**config.mk**
```make
export PLATFORM = sky130hd
export DESIGN_NAME = sumador_serial
export DESIGN_NICKNAME = d
export VERILOG_FILES = /design/src/rtl/sumador_serial.sv
export SDC_FILE = /design/constraint.sdc
export NUM_CORES = 1
export LEC_CHECK = 0
export ABC_AREA = 0
export BUFFER_PORTS_ARGS = -buffer_cell sky130_fd_sc_hd__clkbuf_2
export CAP_MARGIN = 20
export CORE_UTILIZATION = 48
export DETAILED_ROUTE_END_ITERATION = 16
export GPL_TIMING_DRIVEN = 0
export PLACE_DENSITY_LB_ADDON = 0.08
export SYNTH_ARGS = -nofsm -noshare
export SYNTH_HDL_FRONTEND = slang
export SYNTH_SLANG_ARGS = --single-unit
```
**constraint.sdc**
```tcl
create_clock -name clk -period 1.33 [get_ports clk]
set_input_delay 0.133 -clock clk [delete_from_list [all_inputs] [get_ports clk]]
set_output_delay 0.133 -clock clk [all_outputs]
set_load 0.005 [all_outputs]
```
**src/rtl/sumador_serial.sv**
```systemverilog
// Bit-serial unsigned adder: one full adder plus carry flop,
// one operand bit per clock, zero-extended 2*WIDTH-bit result.
module sumador_serial #(
  parameter int WIDTH = 4
) (
  input  logic               clk,
  input  logic               rst,
  input  logic               init,
  input  logic [WIDTH-1:0]   portA,
  input  logic [WIDTH-1:0]   portB,
  output logic [2*WIDTH-1:0] suma,
  output logic               busy,
  output logic               done
);

  localparam int CW = (WIDTH > 1) ? $clog2(WIDTH) : 1;

  typedef enum logic [1:0] {
    IDLE,
    ADD,
    DONE
  } state_t;

  state_t            state;
  state_t            state_nx;
  logic [WIDTH-1:0]  areg;
  logic [WIDTH-1:0]  breg;
  logic [WIDTH-1:0]  acc;
  logic [WIDTH-1:0]  acc_nx;
  logic [CW-1:0]     cnt;
  logic              carry;
  logic              cy_nx;
  logic              s;
  logic              last;

  always_comb begin
    s      = areg[0] ^ breg[0] ^ carry;
    cy_nx  = (areg[0] & breg[0]) |
             (areg[0] & carry) |
             (breg[0] & carry);
    acc_nx = acc;
    acc_nx[cnt] = s;
    last   = (cnt == CW'(WIDTH-1));
  end

  always_comb begin
    state_nx = state;
    busy     = 1'b0;
    done     = 1'b0;
    unique case (state)
      IDLE: begin
        if (init) state_nx = ADD;
      end
      ADD: begin
        busy = 1'b1;
        if (last) state_nx = DONE;
      end
      DONE: begin
        busy     = 1'b1;
        done     = 1'b1;
        state_nx = IDLE;
      end
      default: state_nx = IDLE;
    endcase
  end

  always_ff @(posedge clk) begin
    if (rst) state <= IDLE;
    else     state <= state_nx;
  end

  always_ff @(posedge clk) begin
    if (rst) begin
      areg  <= '0;
      breg  <= '0;
      acc   <= '0;
      cnt   <= '0;
      carry <= 1'b0;
      suma  <= '0;
    end else begin
      unique case (state)
        IDLE: begin
          if (init) begin
            areg  <= portA;
            breg  <= portB;
            acc   <= '0;
            cnt   <= '0;
            carry <= 1'b0;
          end
        end
        ADD: begin
          areg  <= areg >> 1;
          breg  <= breg >> 1;
          carry <= cy_nx;
          acc   <= acc_nx;
          cnt   <= cnt + 1'b1;
          // result is published only once, on the final bit
          if (last)
            suma <= {{(WIDTH-1){1'b0}}, cy_nx, acc_nx};
        end
        default: ;
      endcase
    end
  end

endmodule
```
## Word-level counts from Yosys, hierarchy flattened

Index checks and enable logic that the tools add are counted.

| storage, ports and cells | value |
|---|---|
| register bits | 22 |
| bits of input ports | 11 |
| output and inout port bits | 10 |
| word-level logic and storage cells | 47 |

| cells by class | value |
|---|---|
| add/sub/neg operators | 1 |
| magnitude comparators | 2 |
| equal/unequal tests | 5 |
| multiplexer cells | 18 |
| bitwise logic cells | 7 |
| reductions and logical operators | 7 |

Operators with widths:

| cell | count |
|---|---|
| $pmux W4 S2 | 3 |
| $mux W4 | 3 |
| $pmux W2 S2 | 2 |
| $mux W2 | 3 |
| $reduce_and A2 Y1 | 3 |
| $bwmux W4 | 1 |
| $eq A2 B2 Y1 const B | 2 |
| $mux W1 | 4 |
| $ne A2 B2 Y1 const B | 2 |
| $and A1 B1 Y1 | 3 |
| $lt A2 B3 Y1 const B | 1 |
| $add A2 B1 Y2 const B | 1 |
| $demux W1 S2 | 1 |
| $eq A2 B1 Y1 const B | 1 |
| $ge A2 B1 Y1 const B | 1 |
| $logic_not A2 Y1 | 1 |
| $or A1 B1 Y1 | 2 |
| $pmux W1 S2 | 1 |
| $reduce_bool A2 Y1 | 1 |
| $reduce_or A2 Y1 | 1 |
| $xor A1 B1 Y1 | 2 |
| $logic_and A1 B1 Y1 | 1 |

## Logic depth before layout (Yosys ltp)

| logic depth | value |
|---|---|
| depth after elaboration | 6 |
| gate-level depth with buffers | 6 |
| depth with buffers taken out | 5 |

## Worst setup path after synthesis

Ideal clock, no wire load.

| timing | value |
|---|---|
| path kind | register to register |
| start point | register state[0] |
| end point | register areg[3] |
| library setup time | 0.135 ns |
| arrival | 1.237 ns |
| required time | 1.195 ns |
| slack | -0.042 ns |
| cell stages (with the launch flop) | 7 |
| buffers on the path | 1 |
| clock period less this slack | 1.372 ns |
| cell sequence | dfxtp_1 -> inv_1 -> ha_1 -> mux2_4 -> buf_6 -> nand3b_1 -> a21oi_1 |

| on the way | value |
|---|---|
| cells in the longest elaborated chain, start to end | 3 |
| elaborated cells between the ends (all ways) | 6 |
| those cells by class | 2 x eq/ne; 1 x mux; 3 x reduce/logical |

Ends and longest elaborated chain:

| item | line | text |
|---|---|---|
| start, declared | 24 | `state_t state;` |
| start signal, assigned | 69 | `else state <= state_nx;` |
| $eq A2 B1 Y1 or $logic_not A2 Y1 (tied branches) | 81 | `unique case (state)` |
| $reduce_bool A2 Y1 (no source line) or $ne A2 B2 Y1 (tied branches) | - |  |
| $reduce_and A2 Y1 (no source line) | - |  |
| end signal, assigned | 84 | `areg <= portA;` |
| end signal, assigned | 92 | `areg <= areg >> 1;` |
| end, declared | 26 | `logic [WIDTH-1:0] areg;` |

Parallel ways exist; a longest one is shown, timed or not.
A chain may end at the register's enable or synchronous reset.

## Worst setup path after layout

| timing | value |
|---|---|
| start point | register areg[0] |
| end point | register acc[2] |

| on the way | value |
|---|---|
| cells in the longest elaborated chain, start to end | 4 |

Ends and longest elaborated chain:

| item | line | text |
|---|---|---|
| $xor A1 B1 Y1 (2 in a row) | 37 | `s = areg[0] ^ breg[0] ^ carry;` |
| $bwmux W4 | 42 | `acc_nx[cnt] = s;` |
| $pmux W4 S2 | 81 |  |
| end signal, assigned | 95 | `acc <= acc_nx;` |
| end, declared | 28 | `logic [WIDTH-1:0] acc;` |

Every way passes these cells.

==> impl_metrics.json <==
{
  "syn_to_final_growth_pct": 37.1,
  "register_area_um2": 430,
  "numPortBuffers": 16,
  "p_leak_nw": 0.585,
  "fin_crit_ps": 1410,
  "crit_required_ps": 1560,
  "ys_async_sr_fraction": 0,
  "final_util": 0.733,
  "rr_endpoint": "acc[2]",
  "detail_route.wl_per_cell_um": 14.4,
  "powerDensity_mw_per_mm2": 959,
  "rsz0062_at_grt": "true",
  "cts_tree": "yes",
  "grt_use_met1": 0.220,
  "grt_max_degree": 12,
  "h-tree-depth": 1,
  "postLayoutSetupSlackWorst_ps": -82.6,
  "synthDistinctLibCells": 26,
  "whs_ps": 69.9,
  "firstDrtPassIters": 4,
  "synth_common_cells": "dfxtp_1, nor2_1, mux2i_1",
  "drive_gt1_frac": 0.503,
  "drt_iter0_drc": 8,
  "yosysMostFrequentCell": "dfxtp_1",
  "end_kind": "register",
  "ys.flop_type": "dfxtp_1",
  "fp.dieW_um": 49.7,
  "pin_count": 21,
  "fin_setup_tns_ps": -300,
  "die-area_mm2": 0.00247,
  "fp-row-count": 16,
  "rrSetupSlack_ps": -80,
  "yosys-top-cells-area": "dfxtp_1, mux2i_1, ha_1",
  "clock.fmax_mhz": 708,
  "grt_pass1_vias": 867,
  "cts.sinks": 21,
  "stdcell_area_mm2": 0.00150,
  "tightest_slew_ps": 657,
  "cts-root-buf": "clkbuf_4",
  "ir_drop_uv": 779,
  "fin_cells": 170,
  "multiInputGateArea_um2": 762,
  "nNetsFinal": 163,
  "core_mm2": 0.00204,
  "grtUsageMet3": 0.0556,
  "drc_errors": 0,
  "placed_area_mm2": 0.00123,
  "postCtsHoldBufs": 0,
  "outcome": "finished with violations",
  "place_ws_ps": -266,
  "cts_buffer_depth": 2,
  "grt_overflow": 0,
  "finalPower_mw": 1.44,
  "setup_viol": 6,
  "hp-class": "input port to register",
  "yosys_register_bits": 21,
  "insertion_delay_ps": 310,
  "synth-seq-area-share": 0.385,
  "hpwl_um": 1500,
  "track_usage": 0.210,
  "grt_pass1_wl_um": 3860,
  "reg2reg_from": "areg[0]",
  "routed_wl_um": 2450,
  "met2_usage": 0.410,
  "gp_congestion": 0.745,
  "syn_area_per_cell_um2": 9.50,
  "top_usage_layer": "met2",
  "die_h_um": 49.7,
  "syn_inst": 115,
  "min_to": "breg[3]",
  "finalHoldViolations": 0,
  "slew_violations": 0,
  "drv_cap": 0,
  "arrival_ps": 1640,
  "via_per_inst": 5.31,
  "initial_core_util": 0.535,
  "route.vias.total": 903,
  "cp-start-kind": "register",
  "yosysTopAreaCell": "dfxtp_1",
  "reg2reg_depth": 3,
  "fin_skew_ps": 5.40,
  "antenna_found_initial": 0,
  "synth_edf_count": 0,
  "slew_headroom": 0.562,
  "antenna_left": 0,
  "hold_start": "portB[3]",
  "ys_warn_count": 0,
  "path_clk_slew_ps": 120,
  "crit_fanout": 5,
  "dp_cells": 160,
  "fin_crit_sh": 1.06,
  "failed_checks": "negative setup slack",
  "fill_cells": 159,
  "numCtsBuffers": 3,
  "crit_type": "register to register",
  "syn_area_mm2": 0.00109,
  "yosysTopAreaCellShare": 0.385,
  "whs_path_depth": 3,
  "antenna_cells": 0
}
==> cells in the final DEF (no fill, tap or decap), drive strengths merged <==
cell type	Yosys	routed
dfxtp	21	21
and2	1	1
inv	7	7
nand3b	2	2
clkbuf	3	23
nor2	15	15
mux2i	12	12
buf	8	13
nor3	2	2
nand2b	5	5
conb	1	3
fa	1	1
ha	7	7
a211oi	9	9
a32oi	2	2
a21oi	5	5
o32ai	3	3
nand2	3	3
nor2b	2	2
nand3	2	2
mux2	1	2
a31oi	3	3
==> metal layers <==
layer | part of all wire | routed length [µm]
met1 | 0.40 | 978
met2 | 0.55 | 1350
met3 | 0.030 | 73
met4 | 0.017 | 41
met5 | 0 | 0
==> critical path: stages (launching register included) <==
cell and delay, ps:
dfxtp_2 350, fa_2 650, nand3_4 120, o32ai_2 220
==> how the worst max path moves through the flow <==
stage / endpoint / slack [ps] / depth (start not counted) / start
floorplan: acc[1] / 20 / 6 / state[1]
global placement: breg[3] / -210 / 6 / state[1]
detailed placement: breg[3] / -270 / 6 / state[1]
CTS: acc[0] / -60 / 3 / carry
global route: acc[0] / -130 / 3 / areg[0]
finish: acc[2] / -80 / 3 / areg[0]
==> kinds of logic after synthesis <==
| kind of cell | count (synthesis) | synth area share |
|---|---|---|
| and+or+nand+nor | 32 | 0.144 |
| AOI/OAI and AO/OA | 22 | 0.151 |
| DFF | 21 | 0.385 |
| buffers and inverters | 18 | 0.0939 |
| muxes | 13 | 0.124 |
| adders and majority gates | 8 | 0.0985 |
| other | 1 | 0.00343 |
==> area by class of cell <==
class / count / area share
timing repair buffer: 22 / 0.0919
sequential: 21 / 0.287
buffer: 10 / 0.0526
tap: 27 / 0.0226
multi-input combinational: 79 / 0.509
inverter: 7 / 0.0192
clock buffer: 4 / 0.0175
==> state kept, by name, summed over array words and instances (netlist names) <==
signal,cells
cnt,2
breg,4
state,2
acc,3
suma,5
areg,4
carry,1
==> report_power, final <==
part           total (mW)  switching [mW]  internal (mW)
logic               0.420           0.214          0.206
clock network       0.319           0.201          0.117
registers           0.698          0.0330          0.665
total                1.44           0.448          0.989
==> what timing repair did <==
item	4_1_cts	5_1_grt
buffers inserted	3	4
gates cloned	1	0
resized for setup	18	29
endpoints found under the hold margin	0	0
setup endpoints to repair	19	19
pin swaps	8	9
No activity file was read; power rests on OpenSTA's default activity.
